[config.mk]
export PLATFORM = sky130hd
export DESIGN_NAME = plane_ctrl
export DESIGN_NICKNAME = d
export VERILOG_FILES = /design/src/rtl/plane_ctrl_pkg.sv /design/src/rtl/fire_sched.sv /design/src/rtl/plane_ctrl.sv
export SDC_FILE = /design/constraint.sdc
export NUM_CORES = 1
export LEC_CHECK = 0
export ABC_AREA = 1
export BUFFER_PORTS_ARGS = -buffer_cell sky130_fd_sc_hd__buf_2
export CAP_MARGIN = 20
export CORE_ASPECT_RATIO = 0.8
export CORE_MARGIN = 3
export CORE_UTILIZATION = 35
export CTS_CLUSTER_DIAMETER = 40
export DETAILED_ROUTE_END_ITERATION = 10
export GPL_ROUTABILITY_DRIVEN = 0
export GPL_TIMING_DRIVEN = 1
export PLACE_DENSITY_LB_ADDON = 0.25
export SYNTH_ARGS = -nofsm -noshare
export SYNTH_HDL_FRONTEND = slang
export SYNTH_HIERARCHICAL = 1
export SYNTH_SLANG_ARGS = --single-unit
[constraint.sdc]
create_clock -name clk -period 1.7 [get_ports clk]
set_clock_uncertainty 0.2 [all_clocks]
set_input_delay 0.34 -clock clk [delete_from_list [all_inputs] [get_ports clk]]
set_output_delay 0.34 -clock clk [all_outputs]
set_load 0.02 [all_outputs]
[src/rtl/plane_ctrl_pkg.sv]
// Shared constants for the player-plane controller: coordinate width, direction
// codes, main/fire FSM encodings and the clamped step helper.
package plane_ctrl_pkg;

  localparam int COORD_W = 10;

  typedef enum logic [1:0] {
    DIR_UP    = 2'd0,
    DIR_DOWN  = 2'd1,
    DIR_LEFT  = 2'd2,
    DIR_RIGHT = 2'd3
  } dir_e;

  typedef enum logic [1:0] {
    ST_IDLE = 2'd0,
    ST_RUN  = 2'd1,
    ST_DEAD = 2'd2,
    ST_WAIT = 2'd3
  } state_e;

  typedef enum logic [1:0] {
    F_READY = 2'd0,
    F_REQ   = 2'd1,
    F_COOL  = 2'd2
  } fire_e;

  // Saturating move: never wraps, pins to 0 or vmax when a full step would cross it.
  function automatic logic [COORD_W-1:0] clamp_step(input logic [COORD_W-1:0] v,
                                                    input logic inc, input int step,
                                                    input int vmax);
    if (inc) return (int'(v) > vmax - step) ? COORD_W'(vmax) : v + COORD_W'(step);
    else     return (int'(v) < step) ? '0 : v - COORD_W'(step);
  endfunction

endpackage

[src/rtl/fire_sched.sv]
// Shot scheduler: READY -> REQ (hold until ack) -> COOL -> READY.
// AUTO_FIRE_EN: defined = held button re-fires; undefined = button must be released between shots.
module fire_sched
  import plane_ctrl_pkg::*;
#(
  parameter int FIRE_COOLDOWN = 5000000
) (
  input  logic clk,
  input  logic rst_n,
  input  logic run_now,
  input  logic run_next,
  input  logic fire,
  input  logic ack,
  output logic fire_req
);

  localparam int CW        = $clog2(FIRE_COOLDOWN + 1);
  // COOL lasts FIRE_COOLDOWN-1 cycles so the next request lands FIRE_COOLDOWN clocks after the deassert cycle.
  localparam int COOL_LAST = (FIRE_COOLDOWN > 1) ? FIRE_COOLDOWN - 2 : 0;

  fire_e         st, nxt;
  logic [CW-1:0] cnt;
  logic          start;

`ifdef AUTO_FIRE_EN
  assign start = (st == F_READY) && run_now && run_next && fire;
`else
  logic armed;
  assign start = (st == F_READY) && run_now && run_next && fire && armed;

  always_ff @(posedge clk or negedge rst_n) begin
    if (!rst_n)     armed <= 1'b1;
    else if (start) armed <= 1'b0;
    else if (!fire) armed <= 1'b1;
  end
`endif

  always_comb begin
    nxt = st;
    case (st)
      F_READY: if (start) nxt = F_REQ;
      // An ack that coincides with leaving RUN still completes the shot.
      F_REQ: begin
        if (ack)           nxt = F_COOL;
        else if (!run_next) nxt = F_READY;
      end
      F_COOL:  if (cnt == CW'(COOL_LAST)) nxt = F_READY;
      default: nxt = F_READY;
    endcase
  end

  always_ff @(posedge clk or negedge rst_n) begin
    if (!rst_n) begin
      st  <= F_READY;
      cnt <= '0;
    end else begin
      st  <= nxt;
      cnt <= (st == F_COOL && nxt == F_COOL) ? cnt + CW'(1) : '0;
    end
  end

  assign fire_req = (st == F_REQ);

endmodule

[src/rtl/plane_ctrl.sv]
// Player plane: main game FSM, periodic clamped movement and shot scheduling.
// Fire re-trigger behaviour is selected by AUTO_FIRE_EN (see fire_sched).
module plane_ctrl
  import plane_ctrl_pkg::*;
#(
  parameter int X_MAX         = 600,
  parameter int Y_MAX         = 440,
  parameter int X_INIT        = 300,
  parameter int Y_INIT        = 400,
  parameter int STEP          = 4,
  parameter int MOVE_PERIOD   = 250000,
  parameter int FIRE_COOLDOWN = 5000000
) (
  input  logic               clk,
  input  logic               rst_n,
  input  logic               game_run_i,
  input  logic               move_en_i,
  input  logic [1:0]         direct_i,
  input  logic               fire_i,
  input  logic               hit_i,
  input  logic               fire_ack_i,
  output logic [COORD_W-1:0] pos_x_o,
  output logic [COORD_W-1:0] pos_y_o,
  output logic               fire_req_o,
  output logic [1:0]         state_o
);

  localparam int MW = $clog2(MOVE_PERIOD + 1);

  state_e        st, nxt;
  logic [MW-1:0] mcnt;
  logic          moving, tick;

  always_comb begin
    nxt = st;
    case (st)
      ST_IDLE: if (game_run_i) nxt = ST_RUN;
      ST_RUN: begin
        if (hit_i)            nxt = ST_DEAD;
        else if (!game_run_i) nxt = ST_IDLE;
      end
      ST_DEAD: if (!game_run_i) nxt = ST_WAIT;
      default: nxt = ST_IDLE;
    endcase
  end

  always_ff @(posedge clk or negedge rst_n) begin
    if (!rst_n) st <= ST_IDLE;
    else        st <= nxt;
  end

  // Counter only restarts when the press drops; direction changes keep the phase.
  assign moving = (st == ST_RUN) && move_en_i;
  assign tick   = moving && (mcnt == MW'(MOVE_PERIOD - 1));

  always_ff @(posedge clk or negedge rst_n) begin
    if (!rst_n) mcnt <= '0;
    else        mcnt <= (moving && !tick) ? mcnt + MW'(1) : '0;
  end

  // Loading on next==IDLE makes the home position visible on the first IDLE cycle.
  always_ff @(posedge clk or negedge rst_n) begin
    if (!rst_n) begin
      pos_x_o <= COORD_W'(X_INIT);
      pos_y_o <= COORD_W'(Y_INIT);
    end else if (nxt == ST_IDLE) begin
      pos_x_o <= COORD_W'(X_INIT);
      pos_y_o <= COORD_W'(Y_INIT);
    end else if (tick) begin
      case (direct_i)
        DIR_UP:    pos_y_o <= clamp_step(pos_y_o, 1'b0, STEP, Y_MAX);
        DIR_DOWN:  pos_y_o <= clamp_step(pos_y_o, 1'b1, STEP, Y_MAX);
        DIR_LEFT:  pos_x_o <= clamp_step(pos_x_o, 1'b0, STEP, X_MAX);
        default:   pos_x_o <= clamp_step(pos_x_o, 1'b1, STEP, X_MAX);
      endcase
    end
  end

  fire_sched #(.FIRE_COOLDOWN(FIRE_COOLDOWN)) u_fire (
    .clk      (clk),
    .rst_n    (rst_n),
    .run_now  (st == ST_RUN),
    .run_next (nxt == ST_RUN),
    .fire     (fire_i),
    .ack      (fire_ack_i),
    .fire_req (fire_req_o)
  );

  assign state_o = st;

endmodule

==> results.sh, run 1 <==
export IMPL_status="finished with violations"
export IMPL_violations="setup timing"
export IMPL_fp_dieW_um=129.1
export IMPL_leakage_nw=2.742
export IMPL_numClockSinks=62
export IMPL_powerDensity_nw_per_um2=912.9
export IMPL_pwr_share_clk_pct=31.3
export IMPL_internal_power_w=0.003387
export IMPL_grt_pass1_wl_um=18260
export IMPL_syn_area_per_cell_sq_um=6.832
export IMPL_n_antenna_cell=0
export IMPL_synth_seq_cells=62
export IMPL_area_growth_synth_to_final_pct=39.96
export IMPL_fin_ws_ns=-0.03174
export IMPL_synth_edf_count=0
export IMPL_synthArstFlopShare_pct=100.0
export IMPL_drc=0
export IMPL_hp_class="input port to register"
export IMPL_multi_input_area_sq_um=2738
export IMPL_finalMaxSlewViolations=0
export IMPL_fp_coreArea_sq_um=11690
export IMPL_seq_area_frac_synth_pct=36.80
export IMPL_numCtsBuffers=9
export IMPL_drv_cap=0
export IMPL_p_sw_w=0.002035
export IMPL_cp_max_fo=5
export IMPL_synth_warnings=6
export IMPL_crit_path_start_kind="register"
export IMPL_clkTransAtPathRegs_ns=0.06
export IMPL_vias=4273
export IMPL_drt_pass1_iter_count=5
export IMPL_grt_overflow=0
export IMPL_final_common_cell="nand2_1"
export IMPL_dpl_worst_slack_ns=-0.08087
export IMPL_crit_top_cell="nand3_4"
export IMPL_die_h_um=104.5
export IMPL_rsz0062_at_grt="yes"
export IMPL_synth_area_sq_um=4243
export IMPL_crit_path_max_incr_delay_ns=0.40
export IMPL_initial_core_util_pct=36.29
export IMPL_routed_via_density=4.839
export IMPL_hold_violations=0
export IMPL_grt_max_degree=63
export IMPL_die_area_sq_um=13490
export IMPL_swShare_pct=37.53
export IMPL_end_kind="register"
export IMPL_first_iter_violations=316
export IMPL_cp_cell_sequence="ha_4, nand3_4, clkinv_4, nand3_4, buf_4, o21ai_4, buf_6, nor2_1, o21a_1"
export IMPL_cts_root_buf="clkbuf_16"
export IMPL_cts_max_path_buffers=2
export IMPL_pwr_share_comb_pct=36.2
export IMPL_tritoncts="built"
export IMPL_synth_cell_types=32
export IMPL_regArea_sq_um=1563
export IMPL_nNetsFinal=748
export IMPL_crit_buf_inv=3
export IMPL_crit_type="register to register"
export IMPL_cpLargestDelayFamily="flip-flops"
export IMPL_fill_cells=1137
export IMPL_antenna_found_initial=0
export IMPL_globalRouteTotalUtil_pct=16.59
export IMPL_finalSetupViolations=16
export IMPL_arrival_ns=1.75
export IMPL_routedWlPerCell_um=13.04
export IMPL_seqPwrFrac_pct=32.4
export IMPL_clock_fmax_mhz=577.5
export IMPL_most_common_layout_cells="149 x nand2_1, 81 x nor2_1, 69 x inv_1"
export IMPL_num_rows=35
export IMPL_postRouteAntennaNets=0
export IMPL_ir_drop_uv=585.4
export IMPL_io_pins=32
export IMPL_synth_ff_type="dfrtp_1"
export IMPL_netlist_instances=621
export IMPL_htree_levels=3
export IMPL_routed_wl_um=11520
export IMPL_dpl_hpwl_um=7942
export IMPL_min_period_ns=1.732
export IMPL_cp_required_ns=1.72
export IMPL_slowest_stage="dfrtp_1"
export IMPL_drive_gt1_share_pct=34.29
export IMPL_grt_pass1_vias=4021
export IMPL_fin_crit_sh_pct=101.9
export IMPL_numPortBuffers=27
export IMPL_final_setup_tns_ns=-0.1844
export IMPL_insertion_delay_ns=0.34
cells in the mapped netlist, types with 2 or more instances:
| library cell | instances | area, sq um |
|---|---|---|
| nand2_1 | 165 | 619.3 |
| nor2_1 | 118 | 442.9 |
| inv_1 | 74 | 277.8 |
| dfrtp_1 | 54 | 1351 |
| nand3_1 | 51 | 255.2 |
| o21ai_0 | 21 | 105.1 |
| xor2_1 | 18 | 157.7 |
| a21oi_1 | 14 | 70.07 |
| nand4_1 | 14 | 87.58 |
| nor3_1 | 11 | 55.05 |
| ha_1 | 9 | 112.6 |
| dfstp_2 | 8 | 210.2 |
| inv_2 | 8 | 30.03 |
| xnor2_1 | 8 | 70.07 |
| nand3_2 | 7 | 70.07 |
| nor2_4 | 7 | 78.83 |
| buf_4 | 6 | 45.04 |
| nand2_2 | 5 | 31.28 |
| nor2_2 | 5 | 31.28 |
| buf_2 | 3 | 15.01 |
| nand2_4 | 3 | 33.78 |
| o21ai_2 | 2 | 17.52 |
through the flow:
step	util [%]	hold WS (ns)	cells	area (sq um)	power, W
3_5_place_dp	41.88	0.1840	833	4897	0.003243
5_1_grt	50.79	0.07622	883	5938	0.005749
3_3_place_gp	41.88	0.1860	833	4897	0.003233
4_1_cts	45.83	0.04945	860	5359	0.005120
6_report	50.79	0.05638	883	5938	0.005421
2_1_floorplan	-	-0.1556	624	4280	0.002736
cell type report:
cell class,count,share of cell area [%]
Multi-Input combinational cell,469,46.10
Sequential cell,62,26.32
Timing Repair Buffer,105,14.33
Inverter,83,5.499
Clock buffer,9,3.793
Tap cell,148,3.118
Clock inverter,7,0.8428
state kept, by name, indices dropped and copies added (netlist names):
| name | count |
|---|---|
| u_fire/st | 2 |
| mcnt | 18 |
| state_o | 2 |
| u_fire/armed | 1 |
| u_fire/cnt | 23 |
| pos_x_o | 8 |
| pos_y_o | 8 |
tightest hold or removal path, stage by stage:
cell,delay [ns]
buf_2,0.12
nand2_1,0.05
nand2_1,0.05
path summary, 6_finish.rpt:
path,from,endpoint,slack (ns),cells past startpoint
max,mcnt[0],mcnt[10],-0.03,9
max reg2reg,mcnt[0],mcnt[10],-0.03,9
min in group asynchronous,rst_n,pos_x_o[4],0.35,3
min,fire_ack_i,u_fire/st[1],0.06,3
min reg2reg,u_fire/armed,u_fire/armed,0.28,2
max in group asynchronous,rst_n,pos_y_o[8],0.63,3
power groups by stage:
| stage | Sequential (W) | Clock (W) | Combinational [W] |
|---|---|---|---|
| finish | 0.00176 | 0.00170 | 0.00196 |
| CTS | 0.00175 | 0.00175 | 0.00162 |
| detailed placement | 0.00177 | 0 | 0.00148 |
| global placement | 0.00176 | 0 | 0.00147 |
| floorplan | 0.00184 | 0 | 0.000897 |
| global route | 0.00178 | 0.00181 | 0.00216 |
cell families after synthesis:
| family | count (synthesis) | share of synthesized area (%) |
|---|---|---|
| buffers and inverters | 93 | 9.024 |
| flip-flops | 62 | 36.80 |
| AND/OR/NAND/NOR | 389 | 40.90 |
| XOR/XNOR | 26 | 5.367 |
| adder cells (fa/ha/maj) | 9 | 2.654 |
| AO/OA/AOI/OAI | 41 | 5.161 |
| other | 1 | 0.08838 |
what timing repair did:
action,in CTS,in global routing
gates resized for setup,24,104
endpoints found under the setup margin,22,64
gates cloned,0,3
pin swaps,11,36
hold buffers,2,0
setup buffers,9,20
hold endpoints to repair,55,0
routing by layer:
metal,track usage (%),vias to the layer above,wire length (um)
met5,0,-,0
met4,5.097,0,184
met3,4.363,12,468
met2,25.30,90,5262
met1,22.96,2011,5602
li1,-,2160,-
Power figures use the tool's default switching activity.
==> run 2, diff against run 1 <==
--- a/config.mk
+++ b/config.mk
@@ -16,6 +16,7 @@
 export GPL_ROUTABILITY_DRIVEN = 0
 export GPL_TIMING_DRIVEN = 1
 export PLACE_DENSITY_LB_ADDON = 0.25
+export REMOVE_ABC_BUFFERS = 1
 export SYNTH_ARGS = -nofsm -noshare
 export SYNTH_HDL_FRONTEND = slang
 export SYNTH_HIERARCHICAL = 1
==> run 2 against run 1 <==
Cell area is 1.6% higher. Sequential share of layout area decreased by 0.39 points. Critical path type unchanged. Sequential power decreased by 3%. Largest cell class unchanged. The run still ends with setup timing left. Hold slack got worse by 0.028 ns. Critical path depth grew 1. Register-to-register slack worse by 0.04 ns. Largest power group unchanged. Combinational power up 15%.
==> results.sh, run 2 (same netlist as run 1, synthesis figures left out) <==
export IMPL_status="finished with violations"
export IMPL_violations="setup timing"
export IMPL_finalMaxSlewViolations=0
export IMPL_cp_required_ns=1.76
export IMPL_htree_levels=3
export IMPL_largestRegisters="u_fire/cnt x23, mcnt x18"
export IMPL_fp_coreArea_sq_um=11690
export IMPL_hp_class="input port to register"
export IMPL_numPlacedInstances=841
export IMPL_routed_wl_um=11340
export IMPL_final_common_cell="nand2_1"
export IMPL_hold_violations=0
export IMPL_vias=4309
export IMPL_most_common_layout_cells="137 x nand2_1, 94 x nor2_1, 68 x buf_4"
export IMPL_grt_max_degree=63
export IMPL_initial_core_util_pct=36.29
export IMPL_drc=0
export IMPL_fp_dieW_um=129.1
export IMPL_fin_ws_ns=-0.06692
export IMPL_clock_fmax_mhz=566.0
export IMPL_insertion_delay_ns=0.33
export IMPL_crit_path_start_kind="register"
export IMPL_drt_pass1_iter_count=5
export IMPL_instances_no_fill=890
export IMPL_io_pins=32
export IMPL_ir_drop_uv=515.2
export IMPL_rrSetupSlack_ns=-0.07
export IMPL_tritoncts="built"
export IMPL_numPortBuffers=27
export IMPL_arrival_ns=1.82
export IMPL_globalRouteTotalUtil_pct=16.91
export IMPL_dpl_hpwl_um=7694
export IMPL_clkTransAtPathRegs_ns=0.05
export IMPL_cts_max_path_buffers=2
export IMPL_grt_pass1_wl_um=18890
export IMPL_die_area_sq_um=13490
export IMPL_routedWlPerCell_um=12.75
export IMPL_grt_pass1_vias=4058
export IMPL_dpl_worst_slack_ns=-0.1200
export IMPL_largest_reg_flops=23
export IMPL_cp_max_fo=5
export IMPL_fill_cells=1051
export IMPL_drv_cap=0
export IMPL_routed_via_density=4.842
export IMPL_hold_start="fire_ack_i"
export IMPL_grt_overflow=0
export IMPL_drive_gt1_share_pct=36.12
export IMPL_rr_worst_depth=10
export IMPL_r2r_end="pos_x_o[3]"
export IMPL_cts_root_buf="clkbuf_16"
export IMPL_postRouteAntennaNets=0
export IMPL_die_h_um=104.5
export IMPL_n_antenna_cell=0
export IMPL_numClockSinks=62
export IMPL_leakage_nw=2.826
export IMPL_antenna_found_initial=0
export IMPL_min_period_ns=1.767
export IMPL_min_to="u_fire/st[1]"
export IMPL_end_kind="register"
export IMPL_met1_usage_pct=24.59
export IMPL_fin_crit_sh_pct=103.9
export IMPL_crit_type="register to register"
export IMPL_top_register="u_fire/cnt"
export IMPL_numCtsBuffers=9
export IMPL_powerDensity_nw_per_um2=958.5
export IMPL_r2r_start="pos_x_o[2]"
export IMPL_num_rows=35
export IMPL_first_iter_violations=298
export IMPL_nNetsFinal=755
export IMPL_met2_usage_pct=25.85
export IMPL_rsz0062_at_grt="yes"
export IMPL_min_path_cells=3
export IMPL_finalSetupViolations=10
export IMPL_use_met3_pct=3.696
export IMPL_area_growth_synth_to_final_pct=42.20
export IMPL_busiest_layer="met2"
run 2: changes by cell type in the layout (fill, tap and decap cells not counted), moves of 3 or more:
cell and delta:
nand2_2 +11, inv_1 -7, o21ai_0 -7, o21ai_1 +5, nand2_1 -12, nand3_1 +3, nor2_1 +13, nor2_2 -15
nor3_1 -3, o21ai_2 +3, inv_2 +8, buf_6 +7
run 2: per-layer routing:
metal	routed length, um	part of all wire, %	vias up
li1	-	-	2184
met1	5414	48	2024
met2	5397	48	91
met3	451	4.0	10
met4	80	0.71	0
met5	0	0	-
run 2: metrics by stage:
| stage | hold WS, ns | util, % | setup TNS [ns] | instance area [sq um] | power [W] |
|---|---|---|---|---|---|
| detailed placement | 0.1878 | 42.17 | -1.103 | 4931 | 0.003350 |
| finish | 0.02820 | 51.60 | -0.2328 | 6033 | 0.005783 |
| CTS | 0.01657 | 47.00 | -0.08731 | 5495 | 0.005397 |
| global route | 0.03607 | 51.60 | -2.057 | 6033 | 0.006116 |
| floorplan | -0.1556 | - | -0.9823 | 4183 | 0.002666 |
| global placement | 0.1863 | 42.17 | -0.3155 | 4931 | 0.003332 |
run 2: area by class of cell:
class | count | area (sq um) | area share, %
multi-input combinational | 469 | 2766 | 45.85
inverter | 83 | 329.1 | 5.454
timing repair buffer | 112 | 894.6 | 14.83
tap | 148 | 185.2 | 3.069
clock buffer | 12 | 246.5 | 4.085
clock inverter | 4 | 47.55 | 0.7881
sequential | 62 | 1564 | 25.92
run 2: what timing repair did:
action / 4_1_cts / 5_1_grt
gates resized for setup: 42 / 125
hold endpoints to repair: 55 / 0
hold buffers: 2 / 0
buffers inserted: 14 / 19
pin swaps: 13 / 41
endpoints found under the setup margin: 29 / 63
cloned: 0 / 0
run 2: critical path, stage by stage, from the launching register on:
cell and delay (ns):
dfstp_2 0.54, buf_6 0.12, ha_1 0.14, nor2_1 0.04, nand2_1 0.07, nand3_2 0.11
buf_6 0.15, nand3_1 0.08, nand4_1 0.11, nand2_2 0.09, nand2_1 0.05
run 2: where the power goes:
group	switching (W)	internal (W)	total [W]
clock network	0.000656	0.00117	0.00183
logic	0.00133	0.000922	0.00225
registers	0.0000937	0.00161	0.00170
total	0.00208	0.00370	0.00578
run 2: how the worst max path moves through the flow:
stage	start	end	slack [ns]	depth (start not counted)
after floorplan	pos_x_o[2]	pos_x_o[7]	-0.15	10
after global placement	pos_x_o[2]	pos_x_o[7]	-0.08	10
after detailed placement	pos_x_o[3]	pos_x_o[7]	-0.12	10
after CTS	mcnt[6]	pos_x_o[8]	-0.02	10
after global routing	pos_x_o[8]	pos_x_o[3]	-0.17	8
final	pos_x_o[2]	pos_x_o[3]	-0.07	10
==> run 3, diff against run 2 <==
--- a/config.mk
+++ b/config.mk
@@ -10,14 +10,16 @@
 export CAP_MARGIN = 20
 export CORE_ASPECT_RATIO = 0.8
 export CORE_MARGIN = 3
-export CORE_UTILIZATION = 35
+export CORE_UTILIZATION = 40
 export CTS_CLUSTER_DIAMETER = 40
 export DETAILED_ROUTE_END_ITERATION = 10
 export GPL_ROUTABILITY_DRIVEN = 0
 export GPL_TIMING_DRIVEN = 1
 export PLACE_DENSITY_LB_ADDON = 0.25
 export REMOVE_ABC_BUFFERS = 1
+export SLEW_MARGIN = 20
 export SYNTH_ARGS = -nofsm -noshare
 export SYNTH_HDL_FRONTEND = slang
 export SYNTH_HIERARCHICAL = 1
 export SYNTH_SLANG_ARGS = --single-unit
+export TNS_END_PERCENT = 1
==> run 3 against run 2 <==
The run still ends with setup timing left. Non-clock buffer count is 27 lower. Sequential power hardly changed. Critical path type is now register to output pin. Clock power is 19% higher. Highest routed layer unchanged. Critical endpoint is now pos_y_o[4]. Combinational power is 18% lower. Count of clock-buffer cells in the layout is 1 higher. Cell area is 7.6% lower.
==> results.sh, run 3 (same netlist as run 1, synthesis figures left out) <==
export IMPL_fp_dieW_um=121.1
export IMPL_routed_via_density=4.921
export IMPL_drt_pass1_iter_count=5
export IMPL_grt_max_degree=63
export IMPL_globalRouteTotalUtil_pct=18.91
export IMPL_crit_path_start_kind="register"
export IMPL_clkTransAtPathRegs_ns=0.05
export IMPL_hp_class="input port to register"
export IMPL_htree_levels=3
export IMPL_nNetsFinal=728
export IMPL_instances_no_fill=851
export IMPL_grt_pass1_wl_um=18290
export IMPL_rsz0062_at_grt="yes"
export IMPL_numCtsBuffers=9
export IMPL_finalMaxSlewViolations=0
export IMPL_total_power_w=0.005741
export IMPL_min_to="u_fire/st[1]"
export IMPL_routed_wl_um=10920
export IMPL_n_antenna_cell=0
export IMPL_initial_core_util_pct=42.56
export IMPL_min_path_cells=3
export IMPL_num_rows=32
export IMPL_io_pins=32
export IMPL_fin_ws_ns=-0.06875
export IMPL_finalSetupViolations=16
export IMPL_drive_gt1_share_pct=25.45
export IMPL_die_area_sq_um=11890
export IMPL_die_h_um=98.12
export IMPL_crit_type="register to output pin"
export IMPL_crit_path_max_incr_delay_ns=0.56
export IMPL_worst_hold_slack_ns=0.03030
export IMPL_largestRegisters="u_fire/cnt x23, mcnt x18"
export IMPL_min_period_ns=1.769
export IMPL_cp_cell_sequence="buf_4, buf_6, buf_6"
export IMPL_rr_worst_depth=12
export IMPL_multi_input_area_sq_um=2495
export IMPL_crit_top_cell="buf_6"
export IMPL_crit_buf_inv=3
export IMPL_final_common_cell="nand2_1"
export IMPL_regArea_sq_um=1564
export IMPL_routedWlPerCell_um=12.83
export IMPL_fp_coreArea_sq_um=9970
export IMPL_antenna_found_initial=0
export IMPL_most_common_layout_cells="156 x nand2_1, 103 x nor2_1, 73 x inv_1"
export IMPL_leakage_nw=2.657
export IMPL_fill_cells=922
export IMPL_r2r_end="pos_y_o[5]"
export IMPL_vias=4188
export IMPL_clock_fmax_mhz=565.4
export IMPL_top_register="u_fire/cnt"
export IMPL_cts_root_buf="clkbuf_16"
export IMPL_drv_cap=0
export IMPL_numPlacedInstances=825
export IMPL_cp_required_ns=1.16
export IMPL_cpLargestDelayFamily="flip-flops"
export IMPL_hold_start="fire_ack_i"
export IMPL_ir_drop_uv=600.4
export IMPL_drc=0
export IMPL_largest_reg_flops=23
export IMPL_cts_max_path_buffers=2
export IMPL_insertion_delay_ns=0.34
export IMPL_violations="setup timing"
export IMPL_arrival_ns=1.23
export IMPL_slowest_stage="dfstp_2"
export IMPL_cp_max_fo=5
export IMPL_area_growth_synth_to_final_pct=31.44
export IMPL_dpl_hpwl_um=7826
export IMPL_grt_pass1_vias=3948
export IMPL_r2r_start="pos_y_o[2]"
export IMPL_status="finished with violations"
export IMPL_rrSetupSlack_ns=-0.06
export IMPL_hold_violations=0
export IMPL_postRouteAntennaNets=0
export IMPL_numClockSinks=62
export IMPL_first_iter_violations=309
export IMPL_end_kind="output pin"
export IMPL_numPortBuffers=27
export IMPL_grt_overflow=0
export IMPL_fin_crit_sh_pct=104.0
export IMPL_powerDensity_nw_per_um2=1030
export IMPL_tritoncts="built"
-- run 3: cell types whose count changed in the layout (fill, tap and decap cells not counted), sizes merged --
cell	previous run	this run
bufinv	1	3
inv	83	82
clkinvlp	1	0
clkbuf	12	13
buf	110	83
clkinv	2	1
-- run 3: metal layers --
metal | global-route usage, % | vias to the layer above | share of wire (%) | wire length [um]
met5 | 0 | - | 0 | 0
li1 | - | 2117 | - | -
met4 | 6.632 | 0 | 1.7 | 189
met1 | 25.86 | 1934 | 47 | 5162
met3 | 4.864 | 23 | 5.1 | 557
met2 | 29.16 | 114 | 46 | 5011
-- run 3: timing repair --
item | CTS | global route
hold endpoints to repair | 55 | 0
gates cloned | 0 | 0
hold buffers | 2 | 0
buffers inserted | 6 | 2
pin swaps | 6 | 8
gates resized for setup | 32 | 37
endpoints found under the setup margin | 26 | 45
-- run 3: power by group --
part / internal [W] / switching [W] / leakage (nW) / total (W)
Combinational: 0.000701 / 0.00115 / 1.68 / 0.00185
Sequential: 0.00161 / 0.000103 / 0.812 / 0.00171
Clock: 0.00151 / 0.000663 / 0.170 / 0.00218
-- run 3: worst min-delay path, cell delays in order --
cell	delay, ns
buf_2	0.08
nand2_1	0.05
nand2_1	0.06
-- run 3: how the worst max path moves through the flow --
| stage | from | endpoint | slack [ns] | depth (start not counted) |
|---|---|---|---|---|
| after floorplan | pos_x_o[2] | pos_x_o[7] | -0.15 | 10 |
| after global placement | mcnt[0] | mcnt[2] | -0.1 | 8 |
| after detailed placement | mcnt[0] | mcnt[15] | -0.18 | 8 |
| after CTS | mcnt[1] | pos_y_o[3] | -0.06 | 10 |
| after global routing | pos_y_o[2] | pos_y_o[6] | -0.18 | 10 |
| final | pos_y_o[4] | pos_y_o[4] | -0.07 | 3 |
-- run 3: layout make-up --
class | instances | share of cell area, %
clock inverter | 3 | 1.615
inverter | 83 | 5.811
timing repair buffer | 85 | 12.07
multi-input combinational | 469 | 44.74
clock buffer | 13 | 4.667
sequential | 62 | 28.05
tap | 136 | 3.051
-- run 3: through the flow --
| step | setup TNS [ns] | setup slack [ns] | instance area [sq um] | util (%) |
|---|---|---|---|---|
| after floorplan | -0.9823 | -0.1487 | 4183 | - |
| after CTS | -0.4950 | -0.05571 | 5448 | 54.64 |
| after detailed placement | -2.149 | -0.1771 | 4911 | 49.26 |
| after global placement | -0.9086 | -0.09774 | 4911 | 49.26 |
| after global routing | -2.948 | -0.1775 | 5577 | 55.94 |
| final | -0.4944 | -0.06875 | 5577 | 55.94 |
